$ cat src/rtl/divider_multicycle.sv
// Multicycle 32-bit restoring divider, signed or unsigned, one quotient bit per cycle.
// Result packs remainder in c[63:32] and quotient in c[31:0]; done pulses for one cycle.
module divider_multicycle (
    input  logic        clk,
    input  logic        resetn,
    input  logic        valid,
    input  logic        is_signed,
    input  logic [31:0] a,
    input  logic [31:0] b,
    output logic        busy,
    output logic        done,
    output logic [63:0] c
);

    typedef enum logic [1:0] {
        IDLE = 2'd0,
        BUSY = 2'd1,
        FIN  = 2'd2
    } state_e;

    state_e      state_q, state_d;
    logic [5:0]  cnt_q, cnt_d;
    logic [31:0] rem_q, rem_d;
    logic [31:0] quo_q, quo_d;
    logic [31:0] a_q, a_d;
    logic [31:0] abs_b_q, abs_b_d;
    logic        sign_a_q, sign_a_d;
    logic        sign_b_q, sign_b_d;
    logic        dbz_q, dbz_d;
    logic [63:0] c_q, c_d;

    logic [32:0] trial;
    logic        fits;
    logic [31:0] step_rem;
    logic [31:0] step_quo;
    logic [31:0] q_fix;
    logic [31:0] r_fix;

    // One restoring step. When the trial fits, the true difference is below 2^32,
    // so the low 32 bits of the subtraction are exact.
    always_comb begin
        trial    = {rem_q, quo_q[31]};
        fits     = (trial >= {1'b0, abs_b_q});
        step_rem = fits ? (trial[31:0] - abs_b_q) : trial[31:0];
        step_quo = {quo_q[30:0], fits};
        q_fix    = (sign_a_q ^ sign_b_q) ? -step_quo : step_quo;
        r_fix    = sign_a_q ? -step_rem : step_rem;
    end

    always_comb begin
        // NOTE: every _d gets its hold value first so no path through the case leaves
        // a signal unassigned, which would otherwise infer a latch.
        state_d  = state_q;
        cnt_d    = cnt_q;
        rem_d    = rem_q;
        quo_d    = quo_q;
        a_d      = a_q;
        abs_b_d  = abs_b_q;
        sign_a_d = sign_a_q;
        sign_b_d = sign_b_q;
        dbz_d    = dbz_q;
        c_d      = c_q;

        case (state_q)
            IDLE: begin
                if (valid) begin
                    a_d      = a;
                    sign_a_d = is_signed & a[31];
                    sign_b_d = is_signed & b[31];
                    quo_d    = (is_signed & a[31]) ? -a : a;
                    abs_b_d  = (is_signed & b[31]) ? -b : b;
                    dbz_d    = (b == 32'd0);
                    rem_d    = 32'd0;
                    cnt_d    = 6'd0;
                    state_d  = BUSY;
                end
            end
            BUSY: begin
                rem_d = step_rem;
                quo_d = step_quo;
                cnt_d = cnt_q + 6'd1;
                if (cnt_q == 6'd31) begin
                    state_d = FIN;
                    // The final step and the sign fix-up land on the same edge as FIN.
                    c_d = dbz_q ? {a_q, 32'hFFFF_FFFF} : {r_fix, q_fix};
                end
            end
            FIN: begin
                state_d = IDLE;
            end
            default: begin
                state_d = IDLE;
            end
        endcase
    end

    always_ff @(posedge clk) begin
        // NOTE: state registers use non-blocking assignments so every flop samples
        // the pre-edge value of the others, matching real hardware.
        if (!resetn) begin
            state_q  <= IDLE;
            cnt_q    <= 6'd0;
            rem_q    <= 32'd0;
            quo_q    <= 32'd0;
            a_q      <= 32'd0;
            abs_b_q  <= 32'd0;
            sign_a_q <= 1'b0;
            sign_b_q <= 1'b0;
            dbz_q    <= 1'b0;
            c_q      <= 64'd0;
        end else begin
            state_q  <= state_d;
            cnt_q    <= cnt_d;
            rem_q    <= rem_d;
            quo_q    <= quo_d;
            a_q      <= a_d;
            abs_b_q  <= abs_b_d;
            sign_a_q <= sign_a_d;
            sign_b_q <= sign_b_d;
            dbz_q    <= dbz_d;
            c_q      <= c_d;
        end
    end

    assign busy = (state_q != IDLE);
    assign done = (state_q == FIN);
    assign c    = c_q;

endmodule

$ cat config.mk
export PLATFORM = sky130hd
export DESIGN_NAME = divider_multicycle
export DESIGN_NICKNAME = d
export VERILOG_FILES = /design/src/rtl/divider_multicycle.sv
export SDC_FILE = /design/constraint.sdc
export NUM_CORES = 1
export LEC_CHECK = 0
export ABC_AREA = 1
export BUFFER_PORTS_ARGS = -buffer_cell sky130_fd_sc_hd__buf_4
export CAP_MARGIN = 25
export CORE_MARGIN = 5
export CORE_UTILIZATION = 55
export CTS_CLUSTER_SIZE = 12
export DETAILED_ROUTE_END_ITERATION = 8
export PLACE_DENSITY = 0.77
export SYNTH_ARGS = -nofsm -noshare
export SYNTH_HDL_FRONTEND = slang
export SYNTH_SLANG_ARGS = --single-unit
$ cat constraint.sdc
create_clock -name clk -period 3.4 [get_ports clk]
set_input_delay 0.68 -clock clk [delete_from_list [all_inputs] [get_ports clk]]
set_output_delay 0.68 -clock clk [all_outputs]
set_load 0.005 [all_outputs]
# Word level (Yosys, flattened, before mapping)
# Index checks and enable logic that the tools add are counted.
# Widths: inputs -> output; s select.
[word_totals]
output_inout_bits = 66
reg_bits = 203
wordCells = 48
[op_classes]
muxes = 15
n_reduce_logical = 8
eq_ne = 5
n_lt_le_gt_ge = 1
addsub = 6
n_bitwise = 3
[ops]
columns = ["operator", "n"]
rows = [
  ["$mux 32", 7],
  ["$neg 32->32", 4],
  ["$pmux 32 s2", 2],
  ["$mux 64", 1],
  ["$ge 33x32->1", 1],
  ["$logic_not 32->1", 1],
  ["$sub 32x32->32", 1],
  ["$pmux 6 s2", 1],
  ["$reduce_and 2->1", 4],
  ["$add 6x1->6 const B", 1],
  ["$eq 6x5->1 const B", 1],
  ["$mux 6", 1],
  ["$mux 2", 2],
  ["$ne 2x2->1 const B", 2],
  ["$pmux 2 s2", 1],
  ["$reduce_bool 2->1", 2],
  ["$and 1x1->1", 2],
  ["$eq 2x1->1 const B", 1],
  ["$eq 2x2->1 const B", 1],
  ["$logic_not 2->1", 1],
  ["$xor 1x1->1", 1],
]

# Logic depth before layout (Yosys ltp)
[logic_depth]
depth_word = 5
ltp_mapped = 34

# Least setup slack after synthesis
# OpenSTA, ideal clock, no wires.
[synth_timing]
path_kind = "flip-flop to flip-flop"
startpoint = "register abs_b_q[23]"
endpoint = "register c_q[30] (netlist: c[30])"
t_required_ns = 3.291
path_slack_ns = -0.302
path_stages_with_launch = 33
arrival_ns = 3.593
period_less_slack_ns = 3.702
setup_time_ns = 0.109
path_cell_list = "dfxtp_1 inv_1 ha_1 nand2_1 inv_1 a21oi_1 nand2_1 nand2_1 nand2_1 nor2_4 nand2_4 buf_12 inv_2 ha_1 inv_1 nor3_1 nand3_1 nor3_1 nand3_1 nor2_1 nand4_1 nor2_1 nor2_1 inv_1 nand2_1 inv_1 o21ai_0 inv_1 o21ai_0 a21oi_1 o21ai_0 nand2_1 inv_1"
[synth_via]
elab_chain_len = 4
[synth_rtl]
columns = ["item", "line", "source"]
rows = [
  ["start, declared", "26", "logic [31:0] abs_b_q, abs_b_d;"],
  ["start signal, assigned", "117", "abs_b_q <= abs_b_d;"],
  ["$ge 33x32->1", "43", "fits = (trial >= {1'b0, abs_b_q});"],
  ["$neg 32->32", "46", "q_fix = (sign_a_q ^ sign_b_q) ? -step_quo : step_quo;"],
  ["$mux 32", "46", ""],
  ["$mux 64", "85", "c_d = dbz_q ? {a_q, 32'hFFFF_FFFF} : {r_fix, q_fix};"],
  ["end signal, assigned", "110", "c_q <= 64'd0;"],
  ["end signal, assigned", "121", "c_q <= c_d;"],
  ["end, declared", "30", "logic [63:0] c_q, c_d;"],
]
# Every way passes these cells.
# A chain may end at the register's enable or synchronous reset.

# Final worst setup path
[layout_timing]
startpoint = "register abs_b_q[26]"
endpoint = "register c_q[30] (netlist: c[30])"
# Same word-level chain as after synthesis.

==> results.toml <==
[synthesis]
synth_edf_count = 0
yosys-top-cells-area = "dfxtp_1 (29%), nand2_1 (16%), inv_1 (9.3%)"
synthArstFlopShare = 0
synth_top_area_share = 0.292
synthFlopType = "dfxtp_1"
seq_area_frac_synth = 0.292
yosys_warnings = 0
ys_ff_latch = 203
syn_inst = 2249
synth_cell_type_count = 53
syn_area_sq_um = 13900
avgSynthCellArea_sq_um = 6.19
synth_largest_area_cell = "dfxtp_1"
syn_nets = 2355

[timing]
post-route-period-util = 1.05
slew_viol_final = 0
setup_tns_ns = -1.21
final-setup-viol-count = 16
fmax_mhz = 280
tightest_slew_ns = 0.950
fin_skew_ns = 0.0140
rsz0062_at_grt = "yes"
finalHoldViolCount = 0
relSlewSlack = 0.366
fin_crit_ns = 3.58
fin_ws_ns = -0.175

[drt]
drtAntennaViolNets = 0
vias_per_cell = 5.66
first_iter_violations = 2116
postRouteWirelength_microns = 54000
wl_per_cell_microns = 18.6
first_pass_iters = 6
num_vias = 16400
drc = 0

[floorplan]
start_util = 0.556
core_sq_um = 25000
die_area_sq_um = 28600
placement_rows = 58
die_w_microns = 169
die_h_microns = 169
io_pins = 134

[critical_path]
max_stage_delay_ns = 0.34
arrival_ns = 4.01
startpoint_type = "flop"
r2r-end = "c[30]"
cp_max_fo = 4
path_class = "reg2reg"
cp_common_cell = "nand2_2"
crit_path_end_kind = "flop"
worstReg2RegStart = "abs_b_q[26]"
worst_ep_required_time_ns = 3.84
cp_slowest_cell = "dfxtp_2"
rrSetupSlack_ns = -0.18
rr_worst_depth = 31

[clock_tree]
clockBufferDepth = 3
cts_tree = "built"
numCtsBuffers = 24
clockRootBuffer = "clkbuf_16"
htree_num_levels = 1
clock_latency_ns = 0.54
cts.clk_slew.worst_paths_ns = 0.06
clock_sinks = 203

[global_route]
grtUsageMet2 = 0.554
grt-ovfl-total = 0
busiest_layer = "met2"
grt_usage = 0.360
grtUsageMet3 = 0.0471
use_met1 = 0.523
grt_max_degree = 100
grt_antenna_before_repair = 3
grt_pass1_vias = 15300
grt_pass1_wl_microns = 82600

[layout]
area_delta_synth_final_pct = 31.4
diodes = 0
drive_above_1_share = 0.257
final_nets = 2660
fillCellCount = 2099

[place]
gp_congestion = 1.03
dp_hpwl_microns = 40300
numPortBuffers = 133

[worst_hold_path]
min_from = "a[3]"
holdPathStages = 3
hold_class = "in2reg"
hold_end = "a_q[3]"

[status]
violations = "negative setup slack"
outcome = "complete, but fails checks"

[job]
cap_violations = 0
-- sequential cells by signal (all words and copies together), names as in the netlist --
register / cells
cnt_q: 6
abs_b_q: 32
c: 64
rem_q: 32
state_q: 2
sign_b_q: 1
dbz_q: 1
a_q: 32
sign_a_q: 1
quo_q: 32
-- layer usage --
metal / vias up / share of wire
met1: 7517 / 0.43
met5: - / 0
met3: 131 / 0.10
met4: 0 / 0.036
li1: 7839 / -
met2: 924 / 0.43
-- cells in the mapped netlist, types with 4 or more instances --
library cell  count
buf_1            11
buf_2             7
inv_1           346
o21ai_0         128
a31oi_1          18
nor2_2           14
o22ai_1           8
xor2_1           55
nor4_1            4
nand4_1          28
nand2_2          24
a211oi_1         10
nor2_1          179
nand3b_1         13
xnor2_1          14
o21ai_1           7
and2_1            4
a21oi_1         188
or2_2            10
clkbuf_1         70
inv_2             9
nor2_4            4
a221oi_1          6
ha_1             37
o221ai_1         33
nand3_1         114
o31ai_1           6
o211ai_1         16
nor3_1           28
a22oi_1           9
nand2_1         611
dfxtp_1         203
-- cells by family (layout without fill, tap and decap cells) --
family / after synthesis / in the layout / share of synthesized area
flip-flops: 203 / 203 / 0.292
XOR/XNOR: 69 / 69 / 0.0434
adder cells (fa/ha/maj): 38 / 38 / 0.0347
AND/OR/NAND/NOR: 1047 / 1047 / 0.322
AO/OA/AOI/OAI: 440 / 440 / 0.181
buffers and inverters: 452 / 770 / 0.127
-- area by class of cell --
cell class | instances | area, sq um | share of cell area
Tap cell | 330 | 413 | 0.0226
Clock inverter | 10 | 103 | 0.00561
Timing Repair Buffer | 373 | 2880 | 0.158
Multi-Input combinational cell | 1594 | 8780 | 0.480
Clock buffer | 29 | 649 | 0.0355
Sequential cell | 203 | 4120 | 0.225
Inverter | 358 | 1360 | 0.0741
-- placed cells by master (no fill, tap or decap), types with 37 or more instances in the layout --
| cell | synthesis | routed |
|---|---|---|
| a21oi_1 | 188 | 184 |
| xor2_1 | 55 | 55 |
| dfxtp_1 | 203 | 166 |
| inv_1 | 346 | 317 |
| nand2_2 | 24 | 71 |
| buf_4 | 2 | 368 |
| nand2_1 | 611 | 560 |
| inv_2 | 9 | 37 |
| nor2_1 | 179 | 167 |
| nand3_1 | 114 | 111 |
| o21ai_0 | 128 | 116 |
-- worst max-delay path: cells and delay by family, from the launching register on --
family | cells | cell delay (ns)
and+or+nand+nor | 17 | 1.87
AOI/OAI and AO/OA | 5 | 0.48
buffers and inverters | 7 | 0.38
adders and majority gates | 2 | 0.38
DFF | 1 | 0.34
-- worst max path at each step --
stage | cells after the start | endpoint | start | slack [ns]
finish | 31 | c[30] | abs_b_q[26] | -0.18
global route | 33 | c[30] | abs_b_q[4] | -0.51
CTS | 32 | c[30] | abs_b_q[20] | -0.02
detailed placement | 33 | c[30] | abs_b_q[15] | -0.26
global placement | 33 | c[30] | abs_b_q[15] | -0.25
floorplan | 32 | c[30] | abs_b_q[22] | -0.08
-- stage by stage --
step / cell area (sq um) / std cells / hold WS (ns) / util / setup slack, ns
final: 18300 / 2897 / 0.451 / 0.731 / -0.175
after global routing: 18300 / 2897 / 0.469 / 0.731 / -0.515
after CTS: 18100 / 2890 / 0.432 / 0.721 / -0.0171
after detailed placement: 17000 / 2837 / 0.444 / 0.679 / -0.258
after global placement: 17000 / 2837 / 0.440 / 0.679 / -0.247
after floorplan: 14300 / 2249 / 0.430 / - / -0.0840
-- what timing repair did --
action,CTS,global route
endpoints found under the setup margin,29,36
pin swaps,24,37
gates resized for setup,64,72
gates cloned,1,0
endpoints found under the hold margin,0,0
setup buffers,13,6
hold buffers,0,0
Power is not shown: default switching activity piles up to over one toggle a cycle in this logic, so the estimate is an artifact.
